[config.mk]
export PLATFORM = sky130hd
export DESIGN_NAME = prog_instruction_memory
export DESIGN_NICKNAME = d
export VERILOG_FILES = /design/src/rtl/prog_instruction_memory.sv
export SDC_FILE = /design/constraint.sdc
export NUM_CORES = 2
export LEC_CHECK = 0
export ABC_AREA = 1
export BUFFER_PORTS_ARGS = -buffer_cell sky130_fd_sc_hd__clkbuf_2
export CELL_PAD_IN_SITES_DETAIL_PLACEMENT = 1
export CELL_PAD_IN_SITES_GLOBAL_PLACEMENT = 2
export CORE_MARGIN = 2
export CORE_UTILIZATION = 30
export CTS_CLUSTER_SIZE = 25
export DETAILED_ROUTE_END_ITERATION = 8
export PLACE_DENSITY = 0.7
export SLEW_MARGIN = 10
export SYNTH_ARGS = -nofsm -noshare
export SYNTH_HDL_FRONTEND = slang
export SYNTH_SLANG_ARGS = --single-unit
[constraint.sdc]
create_clock -name clk -period 10.15 [get_ports clk]
set_input_delay 2.03 -clock clk [delete_from_list [all_inputs] [get_ports clk]]
set_output_delay 2.03 -clock clk [all_outputs]
set_load 0.05 [all_outputs]
[src/rtl/prog_instruction_memory.sv]
// rtl/prog_instruction_memory.sv - byte-loadable instruction memory with NOP-guarded fetch port.
// Optional image checksum on chk is built when PROG_IMEM_CHECKSUM_EN is defined.
module prog_instruction_memory #(
  parameter int          DEPTH    = 128,
  parameter logic [31:0] NOP_WORD = 32'hE1A00000
) (
  input  logic                       clk,
  input  logic                       reset,
  input  logic [31:0]                a,
  output logic [31:0]                rd,
  output logic                       misaligned,
  input  logic                       ld_start,
  input  logic                       ld_valid,
  input  logic [7:0]                 ld_byte,
  output logic                       ld_ready,
  input  logic                       ld_done,
  output logic                       busy,
  output logic                       overflow,
  output logic [$clog2(DEPTH+1)-1:0] wcount,
  output logic [31:0]                chk
);

  localparam int CW = $clog2(DEPTH + 1);
  localparam int AW = (DEPTH > 1) ? $clog2(DEPTH) : 1;
  localparam logic [CW-1:0] FULL = CW'(DEPTH);

  typedef enum logic [1:0] {
    S_IDLE   = 2'd0,
    S_LOAD   = 2'd1,
    S_COMMIT = 2'd2
  } state_t;

  state_t        r_state;
  state_t        w_state_nxt;
  logic [31:0]   r_mem [DEPTH];
  logic [CW-1:0] r_wcount;
  logic [CW-1:0] r_wcount_valid;
  logic [1:0]    r_bcnt;
  logic [31:0]   r_asm;
  logic          r_overflow;

  logic          w_full;
  logic          w_restart;
  logic          w_accept;
  logic          w_word_wr;
  logic          w_pad_wr;
  logic          w_pad_drop;
  logic          w_we;
  logic [31:0]   w_asm_nxt;
  logic [31:0]   w_wdata;
  logic [29:0]   w_idx;

  assign w_full     = (r_wcount >= FULL);
  assign ld_ready   = (r_state == S_LOAD) && !w_full;
  assign busy       = (r_state == S_LOAD) || (r_state == S_COMMIT);
  assign w_restart  = ld_start && (r_state != S_COMMIT);
  // A restart cycle never takes a byte, even if one is offered.
  assign w_accept   = (r_state == S_LOAD) && !ld_start && ld_valid && ld_ready;
  assign w_word_wr  = w_accept && (r_bcnt == 2'd3);
  assign w_pad_wr   = (r_state == S_COMMIT) && (r_bcnt != 2'd0) && !w_full;
  assign w_pad_drop = (r_state == S_COMMIT) && (r_bcnt != 2'd0) && w_full;
  assign w_we       = w_word_wr || w_pad_wr;
  assign w_wdata    = w_word_wr ? w_asm_nxt : r_asm;

  // Bytes above the fill point stay zero, so the assembly register doubles as the padded word.
  always_comb begin
    w_asm_nxt = r_asm;
    case (r_bcnt)
      2'd0:    w_asm_nxt = {24'h000000, ld_byte};
      2'd1:    w_asm_nxt[15:8]  = ld_byte;
      2'd2:    w_asm_nxt[23:16] = ld_byte;
      default: w_asm_nxt[31:24] = ld_byte;
    endcase
  end

  always_comb begin
    w_state_nxt = r_state;
    case (r_state)
      S_IDLE: begin
        if (ld_start) w_state_nxt = S_LOAD;
      end
      S_LOAD: begin
        if (ld_start)     w_state_nxt = S_LOAD;
        else if (ld_done) w_state_nxt = S_COMMIT;
      end
      S_COMMIT: w_state_nxt = S_IDLE;
      default:  w_state_nxt = S_IDLE;
    endcase
  end

  always_ff @(posedge clk) begin
    if (reset) begin
      r_state        <= S_IDLE;
      r_wcount       <= '0;
      r_wcount_valid <= '0;
      r_bcnt         <= 2'd0;
      r_asm          <= 32'h0;
      r_overflow     <= 1'b0;
    end else begin
      r_state <= w_state_nxt;
      if (w_restart) begin
        r_wcount   <= '0;
        r_bcnt     <= 2'd0;
        r_asm      <= 32'h0;
        r_overflow <= 1'b0;
      end else if (r_state == S_LOAD) begin
        if (w_accept) begin
          r_bcnt <= r_bcnt + 2'd1;
          r_asm  <= (r_bcnt == 2'd3) ? 32'h0 : w_asm_nxt;
          if (r_bcnt == 2'd3) r_wcount <= r_wcount + 1'b1;
        end else if (ld_valid && w_full) begin
          r_overflow <= 1'b1;
        end
      end else if (r_state == S_COMMIT) begin
        r_bcnt <= 2'd0;
        r_asm  <= 32'h0;
        if (w_pad_wr) begin
          r_wcount       <= r_wcount + 1'b1;
          r_wcount_valid <= r_wcount + 1'b1;
        end else begin
          r_wcount_valid <= r_wcount;
        end
        if (w_pad_drop) r_overflow <= 1'b1;
      end
    end
  end

  // Array has no reset so it can map onto RAM.
  always_ff @(posedge clk) begin
    if (!reset && w_we) r_mem[r_wcount[AW-1:0]] <= w_wdata;
  end

`ifdef PROG_IMEM_CHECKSUM_EN
  logic [31:0] r_chk;

  always_ff @(posedge clk) begin
    if (reset)          r_chk <= 32'h0;
    else if (w_restart) r_chk <= 32'h0;
    else if (w_we)      r_chk <= r_chk ^ w_wdata;
  end

  assign chk = r_chk;
`else
  assign chk = 32'h0;
`endif

  assign w_idx      = a[31:2];
  assign misaligned = (a[1:0] != 2'b00);
  assign overflow   = r_overflow;
  assign wcount     = r_wcount;

  always_comb begin
    rd = NOP_WORD;
    if (!busy && (w_idx < 30'(r_wcount_valid))) rd = r_mem[w_idx[AW-1:0]];
  end

endmodule

# [Word-level counts from Yosys, hierarchy flattened]
# Memory sizes are Yosys's and may differ from the RTL's.
# Index checks and enable logic that the tools add are counted.
[word_totals] register_bits=53 ramBits=4096 input_bits=45 out_inout_bits=76 wordCells=85 memories=1
[memory_table] name="r_mem" words=128 word_bits=32 read_ports=1 rd_clocked_by_memory_dff=0 wr=1 line_no="35" text="logic [31:0] r_mem [DEPTH];"
[classes] add_sub_neg=2 magnitude_cmp=2 n_eq_ne=12 mux=29 bitwise_logic=2 reduce_logical=31
[ops] operator="$mux W32" count=6
[ops] operator="$mux W8" count=6
[ops] operator="$pmux W8 S2" count=3
[ops] operator="$lt A30 B8 Y1" count=1
[ops] operator="$logic_and A1 B1 Y1" count=12
[ops] operator="$mux W2" count=6
[ops] operator="$add A8 B1 Y8 const B" count=1
[ops] operator="$ge A8 B8 Y1 const B" count=1
[ops] operator="$ne A2 B2 Y1 const B" count=4
[ops] operator="$reduce_bool A2 Y1" count=4
[ops] operator="$mux W1" count=7
[ops] operator="$eq A2 B2 Y1 const B" count=3
[ops] operator="$reduce_and A3 Y1" count=2
[ops] operator="$eq A2 B1 Y1 const B" count=2
[ops] operator="$logic_not A1 Y1" count=4
[ops] operator="$logic_not A2 Y1" count=2
[ops] operator="$ne A2 B1 Y1 const B" count=2
[ops] operator="$pmux W2 S2" count=1
[ops] operator="$reduce_and A2 Y1" count=2
[ops] operator="$reduce_and A4 Y1" count=1
[ops] operator="$reduce_or A2 Y1" count=2
[ops] operator="$ne A3 B3 Y1 const B" count=1
[ops] operator="$add A2 B1 Y2 const B" count=1
[ops] operator="$logic_or A1 B1 Y1" count=2
[ops] operator="$not A1 Y1" count=2

# [Longest topological paths before layout]
[logic_depth] word_depth=9 mapped_depth=15

# [Worst setup path before layout]
# Ideal clock, no wire load.
[synth_path] path_type="input port to flip-flop" from="input port ld_start" to="memory r_mem[0][0] (data pin)" arrival_ps=7741 t_required_ps=8953 path_slack_ps=1212 stages=8 path_cell_list="inv_1 -> nand3_1 -> inv_2 -> nand2_4 -> inv_1 -> buf_2 -> clkbuf_1 -> o21ai_0"
[synth_between] elab_chain_cells=6
[synth_rtl] item="start: declaration" line_no="12" text="input logic ld_start,"
[synth_rtl] item="$logic_not A1 Y1" line_no="58" text="assign w_accept = (r_state == S_LOAD) && !ld_start && ld_valid && ld_ready;"
[synth_rtl] item="$logic_and A1 B1 Y1 (3 in series)" line_no="58"
[synth_rtl] item="$logic_and A1 B1 Y1" line_no="59" text="assign w_word_wr = w_accept && (r_bcnt == 2'd3);"
[synth_rtl] item="$mux W32" line_no="63" text="assign w_wdata = w_word_wr ? w_asm_nxt : r_asm;"
[synth_rtl] item="via w_wdata[0]" line_no="50" text="logic [31:0] w_wdata;"
[synth_rtl] item="end: declaration" line_no="35"
# The timed path passes the listed nets, and every way through them passes these cells.

# [Worst setup path in the final report]
[layout_path] from="input port a[2]" to="output port rd[21]"
[layout_between] elab_chain_cells=3 elab_cells_between_ends=4
[layout_rtl] item="start: declaration" line_no="9" text="input logic [31:0] a,"
[layout_rtl] item="$lt A30 B8 Y1" line_no="154" text="if (!busy && (w_idx < 30'(r_wcount_valid))) rd = r_mem[w_idx[AW-1:0]];"
[layout_rtl] item="$logic_and A1 B1 Y1" line_no="154"
[layout_rtl] item="$mux W32 (*)" line_no="154"
[layout_rtl] item="end: declaration" line_no="10" text="output logic [31:0] rd,"
# Every way passes the cells marked *; elsewhere a longest branch is shown, timed or not.

==> impl_metrics.json <==
{
  "wl_met3_um": 30900,
  "cts.clk_slew.worst_paths_ps": 60,
  "hpwlAfterDp_um": 314000,
  "core-area_um2": 557000,
  "grt-ovfl-total": 0,
  "synthToLayoutAreaGrowth_pct": 15.2,
  "syn_area_um2": 168000,
  "wl_um": 581000,
  "vias": 112918,
  "worstSkewPairLatency_ps": 1040,
  "drtIter0Drc": 10474,
  "ys_async_sr_fraction": 0,
  "antenna_found_initial": 15,
  "path_delay_family": "simple AND/OR/NAND/NOR gates",
  "final_cells": 21992,
  "boundaryPins": 121,
  "worstPathRequired_ps": 8120,
  "rows": 274,
  "drc": 0,
  "setup_tns_ps": 0,
  "hold_viol_final": 0,
  "nFillCells": 60014,
  "die-area_um2": 565000,
  "placed_cells": 21147,
  "h-tree-depth": 5,
  "hold_buffers": 0,
  "cp_common_cell": "nand3_1",
  "top_layer": "met4",
  "vdd_drop_max_mv": 0.169,
  "cts_buffers": 452,
  "worstPathArrival_ps": 6210,
  "synth.distinct_cells": 37,
  "yosysWarnings": 0,
  "syn_avg_cell_area_um2": 11.8,
  "routabilityCongestion": 0.788,
  "synth_edf_count": 4096,
  "min_period_over_period": 0.812,
  "maxSlewViolCount": 0,
  "grt_pass1_wl_um": 829000,
  "min_path_type": "register to register",
  "crit_slowest_cell": "buf_4",
  "clock_path_buffers": 4,
  "cts.sinks": 4149,
  "power_leakage_nw": 69.1,
  "preCtsSetupSlack_ps": 2010,
  "finalWorstSetupSlack_ps": 1910,
  "fin_area_um2": 193000,
  "drv_cap": 0,
  "crit_buf_inv": 5,
  "routedWlPerCell_um": 26.4,
  "first_pass_iters": 5,
  "nets": 14210,
  "p_per_area_nw_per_um2": 190,
  "post-cts-setup-buffers": 0,
  "vias_per_cell": 5.13,
  "synth.ff_latch_count": 4149,
  "dr_wl_met2_um": 280000,
  "grt_pass1_vias": 114080,
  "start_util": 0.301,
  "portBuffers": 88,
  "rsz0062_at_grt": "false",
  "syn-instance-count": 14181,
  "final_core_utilization": 0.347,
  "skew_ps": 59.4,
  "start_kind": "input port",
  "max_freq_ghz": 0.121,
  "grt_max_degree": 177,
  "r2r_slack_ps": 4570,
  "grt_use_total": 0.200,
  "wl_met1_um": 251000,
  "critPathKind": "input port to output pin",
  "crit_chain": "buf_12, inv_8, buf_12, buf_4, nand2_1, nand3_1, nand3_1, nand3_1, nand3_1, nand3_1, nand3_1, nand3_1, buf_12",
  "drive_gt1_frac": 0.0879,
  "cts-resized-gates": 0,
  "ff_latch_area_um2": 124000,
  "tritoncts": "built",
  "timing.hold.ws_ps": 465,
  "setup_viol": 0,
  "die_y_um": 751,
  "yosysSeqAreaShare": 0.740,
  "die_x_um": 751,
  "antenna_left": 0,
  "clock-root-buffer": "clkbuf_16",
  "slowest_delay_ps": 740,
  "finalCriticalPeriod_ps": 8240,
  "multi_input_area_um2": 40400,
  "power_mw": 36.8,
  "cp_max_fo": 75,
  "worstMarginPinSlew_ps": 1140,
  "worstSetupEndpointType": "output pin",
  "place_area_um2": 179000,
  "run_status": "finished clean",
  "relSlewSlack": 0.242,
  "synth_flop_cell": "edfxtp_1"
}
==> where the power goes <==
group	internal (mW)	switching, mW
logic	0.437	1.40
registers	18.5	0.00185
clock network	9.41	6.99
==> cells by family after synthesis <==
family | share of synthesized area
compound gates | 0.0113
xor+xnor | 0.000209
fa+ha+maj | 0.00119
buf+inv | 0.0280
flops | 0.740
other cells | 0.0000224
simple gates | 0.219
==> routing by layer <==
metal,vias up,GRT usage
met5,-,0
met4,0,0.0606
met2,3134,0.337
li1,50122,-
met3,742,0.0236
met1,58920,0.270
==> worst register-to-register path, stage by stage (launching register included) <==
cell and delay [ps]:
dfxtp_1 310, inv_1 100, ha_1 460, inv_2 250, nor2_2 300, nand3_1 160, inv_2 130, nand2_4 270
inv_2 700, buf_4 550, nand2_1 180, o21ai_4 80, buf_4 690, buf_4 900
==> state kept, by name, summed over array words and instances (netlist names) <==
name and cells:
overflow 1, r_asm 32, r_state 2, r_bcnt 2, wcount 8, r_wcount_valid 8, r_mem 4096
==> layout by cell type, fill, tap and decap left out, types with 97 or more instances in the layout <==
cell type / Yosys / final
nand3_1: 3528 / 3526
nor2_1: 476 / 347
clkbuf_16: 0 / 459
edfxtp_1: 4096 / 4096
nand2_1: 4548 / 4548
a21oi_1: 105 / 97
clkinv_1: 2 / 113
buf_4: 48 / 310
o21ai_0: 150 / 126
nor2_4: 1 / 129
==> path summary, 6_finish.rpt <==
kind / start / end / depth (start not counted)
setup / recovery: a[2] / rd[21] / 13
setup reg to reg: r_state[1] / r_mem[10][20] / 13
hold reg to reg: r_asm[9] / r_asm[9] / 2
hold / removal: r_asm[9] / r_asm[9] / 2
==> synth_stat cells, types with 3 or more instances <==
cell | count | area [um^2]
clkbuf_1 | 391 | 1470
edfxtp_1 | 4096 | 123000
or2_2 | 3 | 18.8
o22ai_1 | 16 | 100
nor3_1 | 10 | 50.1
nor2_1 | 476 | 1790
xor2_1 | 4 | 35.0
a21oi_1 | 105 | 526
nor4_1 | 5 | 31.3
buf_2 | 424 | 2120
a31oi_1 | 4 | 25.0
buf_4 | 48 | 360
nand3_1 | 3528 | 17700
o21ai_0 | 150 | 751
inv_1 | 74 | 278
a211oi_1 | 4 | 30.0
inv_2 | 14 | 52.6
dfxtp_1 | 53 | 1060
nand2_1 | 4548 | 17100
o21ai_1 | 86 | 430
buf_1 | 105 | 394
ha_1 | 16 | 200
==> area by class of cell <==
cell class,count,area share
multi-input combinational,9004,0.209
clock inverter,282,0.0139
inverter,90,0.00195
clock buffer,555,0.0614
tap,7452,0.0483
timing repair buffer,452,0.0228
sequential,4149,0.643
antenna,8,0.000104
Note: power is estimated with default switching activity, not from simulation.
